<file path="src/rtl/gray_bin_conv_pipe.sv">
// ============================================================================
// Module   : gray_bin_conv_pipe
// Brief    : Registered Gray<->binary converter with valid/ready handshakes
//            and a main/skid output stage. Optional macro GRAY_ADJ_CHECK_EN
//            adds a Hamming-distance-1 check on successive mode-0 inputs.
// Revision : 1.0 - initial release
// ============================================================================
`default_nettype none

module gray_bin_conv_pipe #(
  parameter int WIDTH = 4
) (
  input  logic             clk,
  input  logic             rst,
  input  logic             in_valid,
  output logic             in_ready,
  input  logic [WIDTH-1:0] in_data,
  input  logic             in_mode,
  output logic             out_valid,
  input  logic             out_ready,
  output logic [WIDTH-1:0] out_data,
  output logic             out_mode
`ifdef GRAY_ADJ_CHECK_EN
  ,
  output logic             adj_err,
  output logic             adj_err_sticky
`endif
);

  logic [WIDTH-1:0] w_g2b;
  logic [WIDTH-1:0] w_b2g;
  logic [WIDTH-1:0] w_conv;
  logic             w_acc;

  logic             r_in_ready;
  logic             r_main_valid;
  logic [WIDTH-1:0] r_main_data;
  logic             r_main_mode;
  logic             r_skid_valid;
  logic [WIDTH-1:0] r_skid_data;
  logic             r_skid_mode;

  // Each binary bit is the XOR of all Gray bits at or above it.
  for (genvar i = 0; i < WIDTH; i++) begin : g_g2b
    assign w_g2b[i] = ^in_data[WIDTH-1:i];
  end

  assign w_b2g  = in_data ^ (in_data >> 1);
  assign w_conv = in_mode ? w_b2g : w_g2b;
  assign w_acc  = in_valid & r_in_ready;

  always_ff @(posedge clk or posedge rst) begin
    if (rst) begin
      r_in_ready   <= 1'b1;
      r_main_valid <= 1'b0;
      r_main_data  <= '0;
      r_main_mode  <= 1'b0;
      r_skid_valid <= 1'b0;
      r_skid_data  <= '0;
      r_skid_mode  <= 1'b0;
    end else if (r_skid_valid) begin
      // in_ready is low here, so only the skid-to-main move can happen.
      if (out_ready) begin
        r_main_data  <= r_skid_data;
        r_main_mode  <= r_skid_mode;
        r_skid_valid <= 1'b0;
        r_in_ready   <= 1'b1;
      end
    end else if (w_acc) begin
      if (!r_main_valid || out_ready) begin
        r_main_valid <= 1'b1;
        r_main_data  <= w_conv;
        r_main_mode  <= in_mode;
      end else begin
        r_skid_valid <= 1'b1;
        r_skid_data  <= w_conv;
        r_skid_mode  <= in_mode;
        r_in_ready   <= 1'b0;
      end
    end else if (r_main_valid && out_ready) begin
      r_main_valid <= 1'b0;
    end
  end

  assign in_ready  = r_in_ready;
  assign out_valid = r_main_valid;
  assign out_data  = r_main_data;
  assign out_mode  = r_main_mode;

`ifdef GRAY_ADJ_CHECK_EN
  localparam logic [WIDTH-1:0] c_one = {{(WIDTH-1){1'b0}}, 1'b1};

  logic [WIDTH-1:0] r_prev;
  logic             r_have_prev;
  logic             r_adj_err;
  logic             r_adj_sticky;
  logic [WIDTH-1:0] w_diff;
  logic             w_dist1;

  assign w_diff  = in_data ^ r_prev;
  // Exactly one bit set: nonzero and a power of two.
  assign w_dist1 = (w_diff != '0) && ((w_diff & (w_diff - c_one)) == '0);

  always_ff @(posedge clk or posedge rst) begin
    if (rst) begin
      r_prev       <= '0;
      r_have_prev  <= 1'b0;
      r_adj_err    <= 1'b0;
      r_adj_sticky <= 1'b0;
    end else begin
      r_adj_err <= 1'b0;
      if (w_acc && !in_mode) begin
        r_prev      <= in_data;
        r_have_prev <= 1'b1;
        if (r_have_prev && !w_dist1) begin
          r_adj_err    <= 1'b1;
          r_adj_sticky <= 1'b1;
        end
      end
    end
  end

  assign adj_err        = r_adj_err;
  assign adj_err_sticky = r_adj_sticky;
`endif

endmodule

`default_nettype wire

</file>
<file path="config.mk">
export PLATFORM = sky130hd
export DESIGN_NAME = gray_bin_conv_pipe
export DESIGN_NICKNAME = d
export VERILOG_FILES = /design/src/rtl/gray_bin_conv_pipe.sv
export SDC_FILE = /design/constraint.sdc
export NUM_CORES = 1
export LEC_CHECK = 0
export ABC_AREA = 1
export BUFFER_PORTS_ARGS = -buffer_cell sky130_fd_sc_hd__clkbuf_2
export CAP_MARGIN = 0
export CORE_MARGIN = 2
export CORE_UTILIZATION = 27
export DETAILED_ROUTE_END_ITERATION = 8
export GPL_ROUTABILITY_DRIVEN = 0
export PLACE_DENSITY_LB_ADDON = 0.05
export SYNTH_ARGS = -nofsm -noshare
export SYNTH_HDL_FRONTEND = slang
export SYNTH_SLANG_ARGS = --single-unit
export TNS_END_PERCENT = 30
</file>
<file path="constraint.sdc">
create_clock -name clk -period 1.7 [get_ports clk]
set_clock_uncertainty 0.2 [all_clocks]
set_input_delay 0.34 -clock clk [delete_from_list [all_inputs] [get_ports clk]]
set_output_delay 0.34 -clock clk [all_outputs]
set_load 0.02 [all_outputs]
</file>
==> impl_metrics.sql, run 1 <==
INSERT INTO impl_metrics (metric_group, metric, value, unit) VALUES
('grt', 'antenna_found_initial', '0', ''),
('drt', 'number_of_drc_markers_in_iteration_0', '15', ''),
('synthesis', 'postSynthAreaPerCell', '7.52', 'um2'),
('drt', 'detail_route.first_pass.iterations', '6', ''),
('timing', 'period_minus_slack', '1.54', 'ns'),
('status', 'outcome', 'finished clean', ''),
('clock_network', 'cts_post_setup_buffers_inserted', '0', ''),
('placed_design', 'placed_cell_area', '766', 'um2'),
('die', 'height_of_the_die', '53.8', 'um'),
('clock_network', 'cts_num_sinks', '13', ''),
('synthesis', 'post_synth_num_cell_types', '16', ''),
('clock_network', 'clock_path_buffers', '2', ''),
('timing', 'worst-slew-pin-transition', '0.522', 'ns'),
('synthesis', 'synth_fp_nets', '98', ''),
('drt', 'routed_wirelength', '1430', 'um'),
('critical_path', 'cp.buffers_inverters', '1', ''),
('timing', 'fin_setup_tns', '0', 'ns'),
('finish', 'antenna_cells', '0', ''),
('timing', 'setup_slack', '0.163', 'ns'),
('clock_network', 'cts.htree.levels', '1', ''),
('placed_design', 'dp_slack', '0.251', 'ns'),
('die', 'placement_rows', '18', ''),
('synthesis', 'synth_async_sr_flop_share', '100', '%'),
('synthesis', 'synth_sequential_area_ratio', '48.8', '%'),
('critical_path', 'timing.critical_path.cells', 'clkbuf_2', ''),
('placed_design', 'io_buffers', '15', ''),
('drt', 'post-route-drc-count', '0', ''),
('die', 'floorplan.die_area', '2890', 'um2'),
('die', 'boundaryPins', '16', ''),
('synthesis', 'synth_top_cells_by_count', 'sky130_fd_sc_hd__nand2_1, sky130_fd_sc_hd__dfrtp_1, sky130_fd_sc_hd__inv_1, sky130_fd_sc_hd__nor2_1', ''),
('synthesis', 'synth_largest_area_cell', 'sky130_fd_sc_hd__dfrtp_1', ''),
('critical_path', 'worstPathRequired', '1.16', 'ns'),
('run', 'max_cap_violations', '0', ''),
('power', 'leakage_power_summed_over_all_cells', '0.477', 'nW'),
('synthesis', 'post-synth-top-count-cell', 'sky130_fd_sc_hd__nand2_1', ''),
('critical_path', 'critPathTopFamily', 'flip-flops', ''),
('grt', 'grt_pass1_wl', '2570', 'um'),
('critical_path', 'crit_path_max_fanout', '3', ''),
('grt', 'groute.usage.overall', '12.6', '%'),
('synthesis', 'synth-warning-count', '0', ''),
('grt', 'grt_start_max_net_pins', '14', ''),
('die', 'floorplan.initialDensity', '27.8', '%'),
('critical_path', 'slowest_stage', 'sky130_fd_sc_hd__dfstp_2', ''),
('critical_path', 'timing_worst_setup_path_type', 'flop to output port', ''),
('drt', 'postRouteAntennaNets', '0', ''),
('min_path', 'min-delay-path-class', 'input port to flop', ''),
('clock_network', 'cts_inserted_buffers', '3', ''),
('power', 'power.density', '1520', 'nW/um2'),
('die', 'die_x_extent', '53.8', 'um'),
('synthesis', 'post-synth-top-area-fraction', '44.9', '%'),
('synthesis', 'synth_top_flop_cell', 'sky130_fd_sc_hd__dfrtp_1', ''),
('timing', 'fmax', '651', 'MHz'),
('timing', 'report.final.hold_viol_count', '0', ''),
('grt', 'gr-total-overflow', '0', ''),
('clock_network', 'clk-insertion-delay-late', '0.27', 'ns'),
('timing', 'post-route-period-util', '90.4', '%'),
('synthesis', 'synth.ff_latch_count', '13', ''),
('synthesis', 'cell_types_with_the_largest_area_share_after_synthesis', 'sky130_fd_sc_hd__dfrtp_1, sky130_fd_sc_hd__nand2_1, sky130_fd_sc_hd__inv_1', ''),
('timing', 'drv_slew', '0', ''),
('drt', 'routed_wire_length_per_instance', '10.4', 'um'),
('placed_design', 'detailed_place_hpwl', '1100', 'um'),
('critical_path', 'worst_setup_path_start_kind', 'flop', ''),
('power', 'vdd.ir_drop.worst', '617', 'uV'),
('synthesis', 'number_of_enable_flip_flop_cells_after_synthesis', '0', ''),
('critical_path', 'crit_path_capture_type', 'output port', ''),
('finish', 'drive_above_1_share', '23.4', '%'),
('grt', 'number_of_global_route_vias_before_repair', '564', ''),
('finish', 'finish.net_count', '117', ''),
('timing', 'setup_viol_count_final', '0', ''),
('finish', 'area_growth', '20.2', '%'),
('finish', 'finalInstanceArea', '805', 'um2');
## final timing paths
| kind | from | to | slack [ns] | cells past startpoint |
|---|---|---|---|---|
| min in group asynchronous | rst | r_skid_data[0]$_DFFE_PP0P_ | 0.42 | 3 |
| min reg2reg | in_ready$_DFFE_PP1P_ | in_ready$_DFFE_PP1P_ | 0.29 | 2 |
| max | in_ready$_DFFE_PP1P_ | in_ready | 0.16 | 1 |
| max in group asynchronous | rst | in_ready$_DFFE_PP1P_ | 0.52 | 3 |
| min | out_ready | r_skid_valid$_DFF_PP0_ | 0.08 | 2 |
| max reg2reg | in_ready$_DFFE_PP1P_ | out_data[3]$_DFFE_PP0P_ | 0.27 | 6 |
## cells in the final DEF (no fill, tap or decap), drive strengths merged
cell	instances
dlygate4sd3	1
o211ai	3
nor2	4
dfrtp	12
nand3	3
nand4	1
nand2	43
or2	1
o21ai	8
inv	11
dfstp	1
clkbuf	19
## power by group
| part | switching (W) | internal, W |
|---|---|---|
| clock | 0.000106 | 0.0000909 |
| combinational | 0.000313 | 0.000171 |
| sequential | 0.0000867 | 0.000458 |
## timing repair
action	in CTS	in global routing
resized for setup	0	1
endpoints found under the hold margin	12	0
endpoints found under the setup margin	0	1
hold buffers	1	0
## cell families (layout without fill, tap and decap cells)
logic type             Yosys count  after routing  share of synthesized area (%)
AO/OA/AOI/OAI                   11             11                           11.0
buffers and inverters           13             31                           8.60
AND/OR/NAND/NOR                 52             52                           31.6
flip-flops                      13             13                           48.8
## per-layer routing
layer	up-vias	global-route usage, %	routed length [um]
met5	-	0	0
met4	0	6.41	12
met3	2	2.50	61
met2	10	17.5	581
met1	250	18.2	772
li1	316	-	-
## flip-flops by register name, indices dropped and copies added, names as in the netlist
| register | cells |
|---|---|
| out_data | 4 |
| r_skid_data | 4 |
| in_ready | 1 |
| out_mode | 1 |
| out_valid | 1 |
| r_skid_mode | 1 |
| r_skid_valid | 1 |
## through the flow
step	utilization (%)	instances	hold WS (ns)	total power, W
after global placement	31.8	132	0.185	0.00104
after global routing	33.4	137	0.101	0.00135
final	33.4	137	0.0801	0.00123
after detailed placement	31.8	132	0.192	0.00104
after floorplan	-	89	0.0162	0.000888
after CTS	33.3	137	0.0768	0.00124
## worst register-to-register path: cells and delay by family (launching register included)
family | cells | cell delay [ns]
flip-flops | 1 | 0.56
buffers and inverters | 1 | 0.14
AND/OR/NAND/NOR | 4 | 0.37
AO/OA/AOI/OAI | 1 | 0.10
## layout make-up
type / instances / area (um2) / area share [%]
flip-flops and latches: 13 / 327 / 40.6
inverters: 11 / 43.8 / 5.44
repair buffers: 16 / 85.1 / 10.6
clock buffers: 4 / 26.3 / 3.27
multi-input cells: 63 / 285 / 35.5
well taps: 30 / 37.5 / 4.67
No activity file was read; power rests on OpenSTA's default activity.
==> run 2: changes to the inputs <==
--- a/config.mk
+++ b/config.mk
@@ -8,6 +8,8 @@
 export ABC_AREA = 1
 export BUFFER_PORTS_ARGS = -buffer_cell sky130_fd_sc_hd__clkbuf_2
 export CAP_MARGIN = 0
+export CELL_PAD_IN_SITES_DETAIL_PLACEMENT = 1
+export CELL_PAD_IN_SITES_GLOBAL_PLACEMENT = 2
 export CORE_MARGIN = 2
 export CORE_UTILIZATION = 27
 export DETAILED_ROUTE_END_ITERATION = 8
==> run 2 against run 1 <==
Compared with the run above:
- critical path depth did not move
- clock power about the same
- global-route usage is 0.31 points higher
- highest routed layer unchanged
- largest cell class unchanged
- setup slack lost 0.011 ns
- via count grew 1.9%
- die area unchanged
==> impl_metrics.sql, run 2 (synthesis results as in run 1) <==
INSERT INTO impl_metrics (metric_group, metric, value, unit) VALUES
('status', 'outcome', 'finished clean', ''),
('timing', 'whs', '0.0752', 'ns'),
('clock_network', 'path_clk_slew', '0.09', 'ns'),
('die', 'height_of_the_die', '53.8', 'um'),
('drt', 'met2WireLength', '633', 'um'),
('finish', 'multi_input_area', '288', 'um2'),
('die', 'placement_rows', '18', ''),
('grt', 'antenna_found_initial', '0', ''),
('drt', 'routed_wirelength', '1530', 'um'),
('grt', 'gr-total-overflow', '0', ''),
('critical_path', 'timing_worst_setup_path_type', 'flop to output port', ''),
('die', 'floorplan.die_area', '2890', 'um2'),
('finish', 'final_common_cell', 'sky130_fd_sc_hd__nand2_1', ''),
('timing', 'worst-slew-pin-transition', '0.517', 'ns'),
('drt', 'route.layer.met1.wl', '824', 'um'),
('power', 'leakage_power_summed_over_all_cells', '0.480', 'nW'),
('critical_path', 'cp_data_arrival_time', '1.01', 'ns'),
('drt', 'number_of_drc_markers_in_iteration_0', '6', ''),
('drt', 'routed.top_layer', 'met4', ''),
('placed_design', 'io_buffers', '15', ''),
('finish', 'drive_above_1_share', '25.2', '%'),
('finish', 'layout.cells.most_common_list', 'sky130_fd_sc_hd__nand2_1, sky130_fd_sc_hd__clkbuf_2, sky130_fd_sc_hd__dfrtp_1', ''),
('power', 'p_clk_share', '16.0', '%'),
('critical_path', 'critPathTopFamily', 'flip-flops', ''),
('critical_path', 'crit_path_max_fanout', '3', ''),
('critical_path', 'worst_setup_path_start_kind', 'flop', ''),
('critical_path', 'crit_path_capture_type', 'output port', ''),
('die', 'die_x_extent', '53.8', 'um'),
('drt', 'detail_route.first_pass.iterations', '3', ''),
('die', 'floorplan.initialDensity', '27.8', '%'),
('critical_path', 'timing.reg2reg.worst_path_depth', '5', ''),
('finish', 'finish.net_count', '117', ''),
('critical_path', 'timing.critical_path.cells', 'clkbuf_2', ''),
('finish', 'antenna_cells', '0', ''),
('timing', 'fin_setup_tns', '0', 'ns'),
('power', 'power.density', '1530', 'nW/um2'),
('finish', 'total_of_fill_cells_in_the_finished_design', '316', ''),
('grt', 'grt_start_max_net_pins', '14', ''),
('clock_network', 'clock_path_buffers', '2', ''),
('placed_design', 'placed_cell_area', '766', 'um2'),
('power', 'vdd.ir_drop.worst', '677', 'uV'),
('timing', 'fmax', '646', 'MHz'),
('finish', 'area_growth', '20.4', '%'),
('placed_design', 'dp_slack', '0.146', 'ns'),
('grt', 'grt_pass1_wl', '2660', 'um'),
('critical_path', 'crit_path_max_incr_delay', '0.56', 'ns'),
('clock_network', 'cts.htree.levels', '1', ''),
('clock_network', 'tritoncts', 'done', ''),
('drt', 'met3RoutedLength', '57', 'um'),
('power', 'internal_power', '0.000717', 'W'),
('min_path', 'worst_hold_path.num_cells', '2', ''),
('grt', 'groute.usage.overall', '12.9', '%'),
('critical_path', 'cp.buffers_inverters', '1', ''),
('run', 'max_cap_violations', '0', ''),
('clock_network', 'cts_inserted_buffers', '3', ''),
('drt', 'postRouteAntennaNets', '0', ''),
('critical_path', 'critical_path_depth', '1', ''),
('timing', 'rsz0062_at_grt', 'no', ''),
('clock_network', 'clk-insertion-delay-late', '0.28', 'ns'),
('die', 'core_region_area', '2410', 'um2'),
('timing', 'setup_slack', '0.152', 'ns'),
('timing', 'drv_slew', '0', ''),
('timing', 'period_minus_slack', '1.55', 'ns'),
('timing', 'post-route-period-util', '91.0', '%'),
('clock_network', 'cts_num_sinks', '13', ''),
('clock_network', 'clock_tree.root_cell', 'sky130_fd_sc_hd__clkbuf_4', ''),
('power', 'power.share.combinational', '40.0', '%'),
('placed_design', 'detailed_place_hpwl', '1190', 'um'),
('timing', 'report.final.hold_viol_count', '0', ''),
('min_path', 'min-delay-start', 'out_ready', ''),
('drt', 'via_per_inst', '4.30', ''),
('timing', 'setup_viol_count_final', '0', ''),
('grt', 'number_of_global_route_vias_before_repair', '598', ''),
('drt', 'post-route-drc-count', '0', ''),
('finish', 'finalInstanceArea', '806', 'um2'),
('power', 'p_sw_share', '41.8', '%'),
('power', 'total_switching_power', '0.000514', 'W'),
('critical_path', 'slowest_stage', 'sky130_fd_sc_hd__dfstp_2', ''),
('power', 'fin_total_pwr', '0.00123', 'W'),
('die', 'boundaryPins', '16', ''),
('critical_path', 'worstPathRequired', '1.16', 'ns'),
('critical_path', 'cp-startpoint', 'in_ready$_DFFE_PP1P_', ''),
('timing', 'max-slew-margin-rel', '65.5', '%'),
('drt', 'route.vias.total', '589', ''),
('clock_network', 'cts_post_setup_buffers_inserted', '0', ''),
('min_path', 'min-delay-path-class', 'input port to flop', ''),
('drt', 'routed_wire_length_per_instance', '11.2', 'um'),
('finish', 'area.sequential', '327', 'um2'),
('critical_path', 'worst_flop_to_flop_path_startpoint', 'r_skid_valid$_DFF_PP0_', ''),
('power', 'register_share_of_total_power', '44.1', '%');
run 2: metal layers:
layer / track usage, % / vias to the layer above
met1: 18.1 / 266
met3: 2.50 / 2
li1: - / 309
met5: 0 / -
met4: 5.13 / 0
met2: 19.3 / 12
run 2: timing repair:
item,4_1_cts,5_1_grt
hold buffers,1,0
endpoints found under the hold margin,12,0
resized for setup,0,1
setup endpoints to repair,0,2
run 2: stage by stage:
stage | utilization [%] | instances
final | 33.4 | 137
after detailed placement | 31.8 | 132
after floorplan | - | 89
after global routing | 33.4 | 137
after CTS | 33.3 | 137
after global placement | 31.8 | 132
run 2: cell type report:
type	instances	area share, %
Sequential cell	13	40.5
Multi-Input combinational cell	63	35.7
Timing Repair Buffer	16	10.6
Inverter	11	5.12
Tap cell	30	4.66
Clock buffer	3	2.80
Clock inverter	1	0.621
run 2: path summary, 6_finish.rpt:
path	to	slack [ns]
setup / recovery	in_ready	0.15
hold / removal	r_skid_valid$_DFF_PP0_	0.08
setup reg to reg	r_skid_mode$_DFFE_PP0P_	0.23
hold reg to reg	in_ready$_DFFE_PP1P_	0.29
max in group asynchronous	in_ready$_DFFE_PP1P_	0.53
min in group asynchronous	out_data[1]$_DFFE_PP0P_	0.41
run 2: power by group through the flow:
stage	sequential [W]	combinational, W	clock (W)
global placement	0.000548	0.000491	0
global route	0.000562	0.000569	0.000220
CTS	0.000544	0.000500	0.000205
detailed placement	0.000550	0.000495	0
floorplan	0.000635	0.000253	0
finish	0.000542	0.000492	0.000196
